File: config.mk
export PLATFORM = sky130hd
export DESIGN_NAME = sseg_readback
export DESIGN_NICKNAME = d
export VERILOG_FILES = /design/src/rtl/sseg_pkg.sv /design/src/rtl/sseg_pattern_decode.sv /design/src/rtl/sseg_readback.sv
export SDC_FILE = /design/constraint.sdc
export NUM_CORES = 1
export LEC_CHECK = 0
export ABC_AREA = 1
export CAP_MARGIN = 25
export CORE_ASPECT_RATIO = 1.75
export CORE_MARGIN = 1.5
export CORE_UTILIZATION = 38
export CTS_BUF_LIST = sky130_fd_sc_hd__clkbuf_4
export DETAILED_ROUTE_END_ITERATION = 10
export PLACE_DENSITY_LB_ADDON = 0.08
export SKIP_CTS_REPAIR_TIMING = 1
export SLEW_MARGIN = 20
export SYNTH_ARGS = -nofsm -noshare
export SYNTH_HDL_FRONTEND = slang
export SYNTH_SLANG_ARGS = --single-unit
File: constraint.sdc
create_clock -name clk -period 4.35 [get_ports clk]
set_input_delay 0.435 -clock clk [delete_from_list [all_inputs] [get_ports clk]]
set_output_delay 0.435 -clock clk [all_outputs]
set_load 0.02 [all_outputs]
File: src/rtl/sseg_pkg.sv
// Shared seven-segment definitions: glyph patterns, segment indices and the
// readback FSM states. The display writer path uses the same glyph constants.
package sseg_pkg;

  localparam int SEG_A  = 0;
  localparam int SEG_B  = 1;
  localparam int SEG_C  = 2;
  localparam int SEG_D  = 3;
  localparam int SEG_E  = 4;
  localparam int SEG_F  = 5;
  localparam int SEG_G  = 6;
  localparam int SEG_DP = 7;

  // Active-high patterns, bit order {dp, g, f, e, d, c, b, a}.
  localparam logic [7:0] SSEG_0 = 8'h3F;
  localparam logic [7:0] SSEG_1 = 8'h06;
  localparam logic [7:0] SSEG_2 = 8'h5B;
  localparam logic [7:0] SSEG_3 = 8'h4F;
  localparam logic [7:0] SSEG_4 = 8'h66;
  localparam logic [7:0] SSEG_5 = 8'h6D;
  localparam logic [7:0] SSEG_6 = 8'h7D;
  localparam logic [7:0] SSEG_7 = 8'h07;
  localparam logic [7:0] SSEG_8 = 8'h7F;
  localparam logic [7:0] SSEG_9 = 8'h6F;
  localparam logic [7:0] SSEG_A = 8'h77;
  localparam logic [7:0] SSEG_B = 8'h7C;
  localparam logic [7:0] SSEG_C = 8'h39;
  localparam logic [7:0] SSEG_D = 8'h5E;
  localparam logic [7:0] SSEG_E = 8'h79;
  localparam logic [7:0] SSEG_F = 8'h71;

  localparam logic [7:0] SSEG_TABLE [16] = '{
    SSEG_0, SSEG_1, SSEG_2, SSEG_3, SSEG_4, SSEG_5, SSEG_6, SSEG_7,
    SSEG_8, SSEG_9, SSEG_A, SSEG_B, SSEG_C, SSEG_D, SSEG_E, SSEG_F
  };

  typedef enum logic [1:0] {
    IDLE,
    TRACK,
    HELD
  } state_t;

endpackage

File: src/rtl/sseg_pattern_decode.sv
// Combinational reverse lookup of a segment pattern (dp excluded) to its hex
// nibble, with a legality flag for patterns that are not hex glyphs.
module sseg_pattern_decode
  import sseg_pkg::*;
(
  input  logic [6:0] segs,
  output logic       legal,
  output logic [3:0] nibble
);

  // NOTE: every output gets a default before the search loop so no path
  // through this block leaves a value held, which would infer a latch.
  always_comb begin
    legal  = 1'b0;
    nibble = 4'h0;
    for (int i = 0; i < 16; i++) begin
      if (segs == SSEG_TABLE[i][6:0]) begin
        legal  = 1'b1;
        nibble = 4'(i);
      end
    end
  end

endmodule

File: src/rtl/sseg_readback.sv
// Passive monitor for a multiplexed seven-segment bus: captures each digit's
// nibble and decimal point once its {anode, cathode} pair has been stable.
module sseg_readback
  import sseg_pkg::*;
#(
  parameter int DIGITS        = 4,
  parameter int STABLE_CYCLES = 4
) (
  input  logic                  clk,
  input  logic                  reset,
  input  logic [DIGITS-1:0]     anode,
  input  logic [7:0]            cathode,
  output logic [4*DIGITS-1:0]   value,
  output logic [DIGITS-1:0]     dp,
  output logic [DIGITS-1:0]     digit_valid,
  output logic                  illegal,
  output logic                  frame_done
);

  localparam int CW = $clog2(STABLE_CYCLES + 1);

  logic [DIGITS-1:0] s_anode, p_anode;
  logic [7:0]        s_cath, p_cath;
  logic [DIGITS-1:0] seen;
  state_t            state, state_nx;
  logic [CW-1:0]     cnt, cnt_nx;
  logic              capture;
  logic              sel_ok, same;
  logic              legal;
  logic [3:0]        nibble;

  sseg_pattern_decode u_decode (
    .segs   (s_cath[6:0]),
    .legal  (legal),
    .nibble (nibble)
  );

  assign sel_ok = $onehot(~s_anode);
  assign same   = ({s_anode, s_cath} == {p_anode, p_cath});

  always_comb begin
    state_nx = state;
    cnt_nx   = cnt;
    capture  = 1'b0;
    unique case (state)
      IDLE: begin
        if (sel_ok) begin
          state_nx = TRACK;
          cnt_nx   = CW'(1);
        end else begin
          cnt_nx   = '0;
        end
      end
      TRACK: begin
        if (!sel_ok) begin
          state_nx = IDLE;
          cnt_nx   = '0;
        end else if (!same) begin
          cnt_nx   = CW'(1);
        end else if (cnt == CW'(STABLE_CYCLES - 1)) begin
          // This edge is the STABLE_CYCLES-th consecutive identical sample.
          capture  = 1'b1;
          state_nx = HELD;
          cnt_nx   = CW'(STABLE_CYCLES);
        end else begin
          cnt_nx   = cnt + CW'(1);
        end
      end
      HELD: begin
        if (!sel_ok) begin
          state_nx = IDLE;
          cnt_nx   = '0;
        end else if (!same) begin
          state_nx = TRACK;
          cnt_nx   = CW'(1);
        end
      end
      default: begin
        state_nx = IDLE;
        cnt_nx   = '0;
      end
    endcase
  end

  // NOTE: all state below uses non-blocking assignments so every register
  // sees the pre-edge values of the others, independent of statement order.
  always_ff @(posedge clk) begin
    if (reset) begin
      s_anode     <= '0;
      p_anode     <= '0;
      s_cath      <= '0;
      p_cath      <= '0;
      state       <= IDLE;
      cnt         <= '0;
      seen        <= '0;
      value       <= '0;
      dp          <= '0;
      digit_valid <= '0;
      illegal     <= 1'b0;
      frame_done  <= 1'b0;
    end else begin
      s_anode    <= anode;
      s_cath     <= cathode;
      p_anode    <= s_anode;
      p_cath     <= s_cath;
      state      <= state_nx;
      cnt        <= cnt_nx;
      illegal    <= capture && !legal;
      frame_done <= &seen;
      // A completed frame clears the mask in the same cycle frame_done rises.
      seen       <= ((&seen) ? '0 : seen) | (capture ? ~s_anode : '0);
      if (capture) begin
        for (int i = 0; i < DIGITS; i++) begin
          if (!s_anode[i]) begin
            dp[i]          <= s_cath[SEG_DP];
            digit_valid[i] <= legal;
            if (legal) value[4*i +: 4] <= nibble;
          end
        end
      end
    end
  end

endmodule

======== Word level (Yosys, flattened, before mapping) ========
Cells that the tools add are included.
storage, ports and cells
  register bits after elaboration ......... 59
  bits of input ports ..................... 14
  output and inout bits ................... 26
cells by class
  bitwise operators ....................... 6
  reduce and logical (&&, ||, !) cells .... 13
  equal/unequal tests ..................... 25
  mux-type cells .......................... 51
  $add $sub $neg .......................... 4
operators by type and width
  kind                                                                   number
  7-bit equality test, second input constant                             12
  4-bit two-way mux                                                      10
  3-bit two-way mux                                                      9
  1-bit two-way mux                                                      22
  2-bit two-way mux                                                      8
  7-bit by 3-bit equality test with 1-bit output, second input constant  2
  7-bit by 6-bit equality test with 1-bit output, second input constant  2
  12-bit equality test                                                   1
  3-bit AND reduction                                                    4
  3-bit inequality test, second input constant                           3
  3-bit case mux with 3 select lines                                     1
  2-bit AND reduction                                                    4
  4-bit AND reduction                                                    2
  2-bit case mux with 3 select lines                                     1
  1-bit by 1-bit adder with 2-bit output                                 2
  1-bit inverter                                                         4
  4-bit inverter                                                         1
  4-bit bitwise OR                                                       1
  2-bit by 2-bit adder with 3-bit output                                 1
  3-bit by 1-bit adder with 3-bit output, second input constant          1
  3-bit by 1-bit equality test with 1-bit output, second input constant  1
  3-bit by 2-bit equality test with 1-bit output, second input constant  1
  2-bit by 1-bit equality test with 1-bit output, second input constant  1
  2-bit equality test, second input constant                             1
  other kinds (4)                                                        4

======== Longest topological paths before layout ========
  depth after elaboration ................. 19
  depth in mapped cells ................... 14

======== Hierarchy ========
From an unflattened synthesis, not the netlist that was laid out.
unflattened totals
  cell total of the unflattened synthesis .. 413
  area total of the unflattened synthesis .. 2,920.3 um^2
modules (own cells, without submodules)
  module               area an instance (um^2)  cells each  instances
  sseg_readback        2,587.5                  346         1
  sseg_pattern_decode  332.8                    67          1

======== Least setup slack after synthesis ========
Ideal clock, no wire load.
  path type ............................... register -> register
  start ................................... register s_anode[0]
  end ..................................... register value[8]
  data required time ...................... 4.237 ns
  cell stages (with the launch flop) ...... 14
  data arrival time ....................... 2.327 ns
  slack ................................... 1.909 ns
  buffers on the path ..................... 1
  path through ............................ dfxtp_1 > fa_1 > inv_1 > ha_1 > ha_1 > nor2_1 > nand2_1 > nor2_1 > nand4_1 > nor2_2 > buf_6 > nand3_2 > nor2_1 > nor2_1
on the way
  word-level cells in the longest chain between the ends .. 7
RTL lines
  element                                                       line                  text
  start: declaration                                            sseg_readback.sv:22   logic [DIGITS-1:0] s_anode, p_anode;
  start signal: assignment                                      sseg_readback.sv:102  s_anode <= anode;
  4-bit inverter                                                sseg_readback.sv:38   assign sel_ok = $onehot(~s_anode);
  1-bit by 1-bit adder with 2-bit output (implied by the code)  sseg_readback.sv:38
  2-bit by 2-bit adder with 3-bit output (implied by the code)  sseg_readback.sv:38
  3-bit by 1-bit equality test with 1-bit output                sseg_readback.sv:38
  1-bit two-way mux (*)                                         sseg_readback.sv:55   if (!sel_ok) begin
  1-bit two-way mux (*)                                         sseg_readback.sv:45   unique case (state)
  3-bit AND reduction (no line) (*)                             n/a
  end signal: indexed assignment                                sseg_readback.sv:117  if (legal) value[4*i +: 4] <= nibble;
  end: declaration                                              sseg_readback.sv:13   output logic [4*DIGITS-1:0] value,
Mark *: on every way between the ends. The rest lies on a longest branch, timed or not.
A chain may end at the register's enable or synchronous reset.

======== Worst setup path in the final report ========
  start ................................... register s_anode[0]
  end ..................................... register value[12]
The elaborated chain is that of the path after synthesis.

==> impl_metrics.yaml <==
synth:
  synth-seq-cells: 59
  synth_compound_area_frac: 0.0491
  synth.avg_cell_area_sq_um: 6.92
  yosysTopAreaCell: "dfxtp_1"
  ys_warn_count: 0
  seq_area_frac_synth: 0.445
  synthAdderAreaFrac: 0.0264
  synth_area_sq_um: 2650
  muxShareOfSynthArea: 0
  synthXorXnorAreaFrac: 0.0132
  synth_top_area_frac: 0.445
  synthCells: 383
  synth_cell_types: 28
  ys_top_cells_by_area: "dfxtp_1, nand2_1, nor2_1, inv_1, a21oi_1"
  synth-simple-area-share: 0.362
  synth_nets: 402
  synth_top_family_by_area: "simple AND/OR/NAND/NOR gates"
placement:
  io_buffers: 39
  gp_congestion: 0.879
  hpwl_mm: 4.47
  place_area_sq_um: 3100
  dp.cells: 498
timing:
  clock.fmax_mhz: 307
  period_minus_slack_ps: 3260
  setup_viol: 0
  worst_pin_slew_ps: 827
  holdWs_ps: 469
  period_share: 0.749
  rsz0062_at_grt: "no"
  drv_slew: 0
  setup_tns_ps: 0
  fin_skew_ps: 9.79
  hold_viol: 0
  relSlewSlack: 0.448
critical_path:
  slowest_stage: "nor2_2"
  critical_path_buf_inv_count: 1
  path_cells: "fa_1 -> inv_1 -> ha_1 -> ha_1 -> nor2_1 -> nand2_1 -> nor2_1 -> nand4_1 -> nor2_2 -> nand3_1 -> nand2_1 -> nand2_1 -> nor2_1"
  crit_type: "reg2reg"
  required_ps: 4710
  cp-end-kind: "register"
  critPathMaxFanout: 21
  slowest_delay_ps: 660
  r2r_setup_slack_ps: 1090
  crit_family: "simple AND/OR/NAND/NOR gates"
  cp-start-kind: "register"
  crit_arrival_ps: 3620
die:
  die_area_sq_um: 7510
  start_util: 0.390
  io_pins: 40
  die_w_um: 66.1
  core_area_sq_um: 6810
  row_count: 40
  die_y_um: 113
grt:
  grt-ovfl-total: 0
  grt_max_degree: 44
  grt_pass1_wl_mm: 10.2
  grt_pass1_vias: 2188
  antenna_found_initial: 0
  grt_usage: 0.183
power:
  max-vdd-ir-drop_mv: 0.166
  total_leakage_power_nw: 1.44
  power_mw: 1.02
  power_density_nw_per_um2: 315
drt:
  ant_nets: 0
  detailedRoute.firstPassIterationCount: 5
  drt-total-wl_mm: 6.10
  wl_per_cell_um: 11.9
  vias: 2326
  drc: 0
  via_per_inst: 4.53
  drt_iter0_drc: 147
clocking:
  path_clk_slew_ps: 90
  clock_latency_ps: 420
  cts-buffers-inserted: 9
  cts_sinks: 59
  clockBufferDepth: 2
  cts_max_level: 3
  cts_tree: "yes"
  cts-root-buf: "clkbuf_4"
finish:
  stdcell_area_sq_um: 3230
  layout_common_cells: "nand2_1, nor2_1, dfxtp_1"
  num_antenna_cells: 0
  drive_gt1_frac: 0.0816
  fin_cells: 513
  area_growth_pct: 21.7
  nets: 444
  layout_commonest_cell: "nand2_1"
flow_run:
  max_cap_violations: 0
status:
  outcome: "completed"
min_path:
  min_path_type: "reg2reg"
[registers in the layout, indices dropped and copies added (netlist names), 4 cells and up]
name and cells:
s_cath 8, p_cath 8, seen 4, value 16, p_anode 4, digit_valid 4
dp 4, s_anode 4
[worst reg2reg max path, stage by stage (launching register included)]
cell and delay [ps]:
dfxtp_1 350, fa_1 530, inv_1 40, ha_1 170, ha_1 270, nor2_1 130
nand2_1 80, nor2_1 170, nand4_1 160, nor2_2 660, nand3_1 370, nand2_1 140
nand2_1 50, nor2_1 90
[cell usage after synthesis (all sizes together)]
library cell and number:
nor3 3, nand3b 1, nand4 9, fa 1, o211ai 1, o31ai 1
nand2 104, a21oi 15, a31oi 4, buf 4, ha 4, dfxtp 59
nor2 88, clkbuf 5, inv 57, nand3 18, o21ai 3, clkinv 2
xnor2 4
[metal layers]
layer / track usage / share of wire
met5: 0 / 0
met4: 0.0993 / 0.024
met3: 0.0424 / 0.035
met2: 0.321 / 0.54
met1: 0.196 / 0.40
[layout make-up]
type,instances,area (sq um)
Fill cell,731,3580
Multi-Input combinational cell,256,1190
Sequential cell,59,1180
Timing Repair Buffer,40,398
Inverter,59,221
Tap cell,84,105
Clock buffer,11,82.6
Clock inverter,4,42.5
[final timing paths]
path / start / end / depth (start not counted)
max: s_anode[0] / value[12] / 13
min: cnt[2] / cnt[2] / 2
max reg2reg: s_anode[0] / value[12] / 13
min reg2reg: cnt[2] / cnt[2] / 2
[report_power, final]
part | switching [mW] | leakage (nW) | internal, mW
logic | 0.0484 | 0.891 | 0.0312
clock network | 0.192 | 0.0718 | 0.181
registers | 0.0115 | 0.481 | 0.552
total | 0.252 | 1.44 | 0.764
[per-stage QoR]
| stage | setup WS [ps] | utilization |
|---|---|---|
| after floorplan | 1910 | - |
| after global placement | 1210 | 0.456 |
| after detailed placement | 1090 | 0.456 |
| after CTS | 1070 | 0.474 |
| after global routing | 808 | 0.474 |
| final | 1090 | 0.474 |
[cells by family (layout without fill, tap and decap cells)]
group	count (synthesis)	count (layout)
simple gates	223	223
buf+inv	68	114
flops	59	59
compound gates	24	24
fa+ha+maj	5	5
xor+xnor	4	4
No activity file was read; power rests on OpenSTA's default activity.
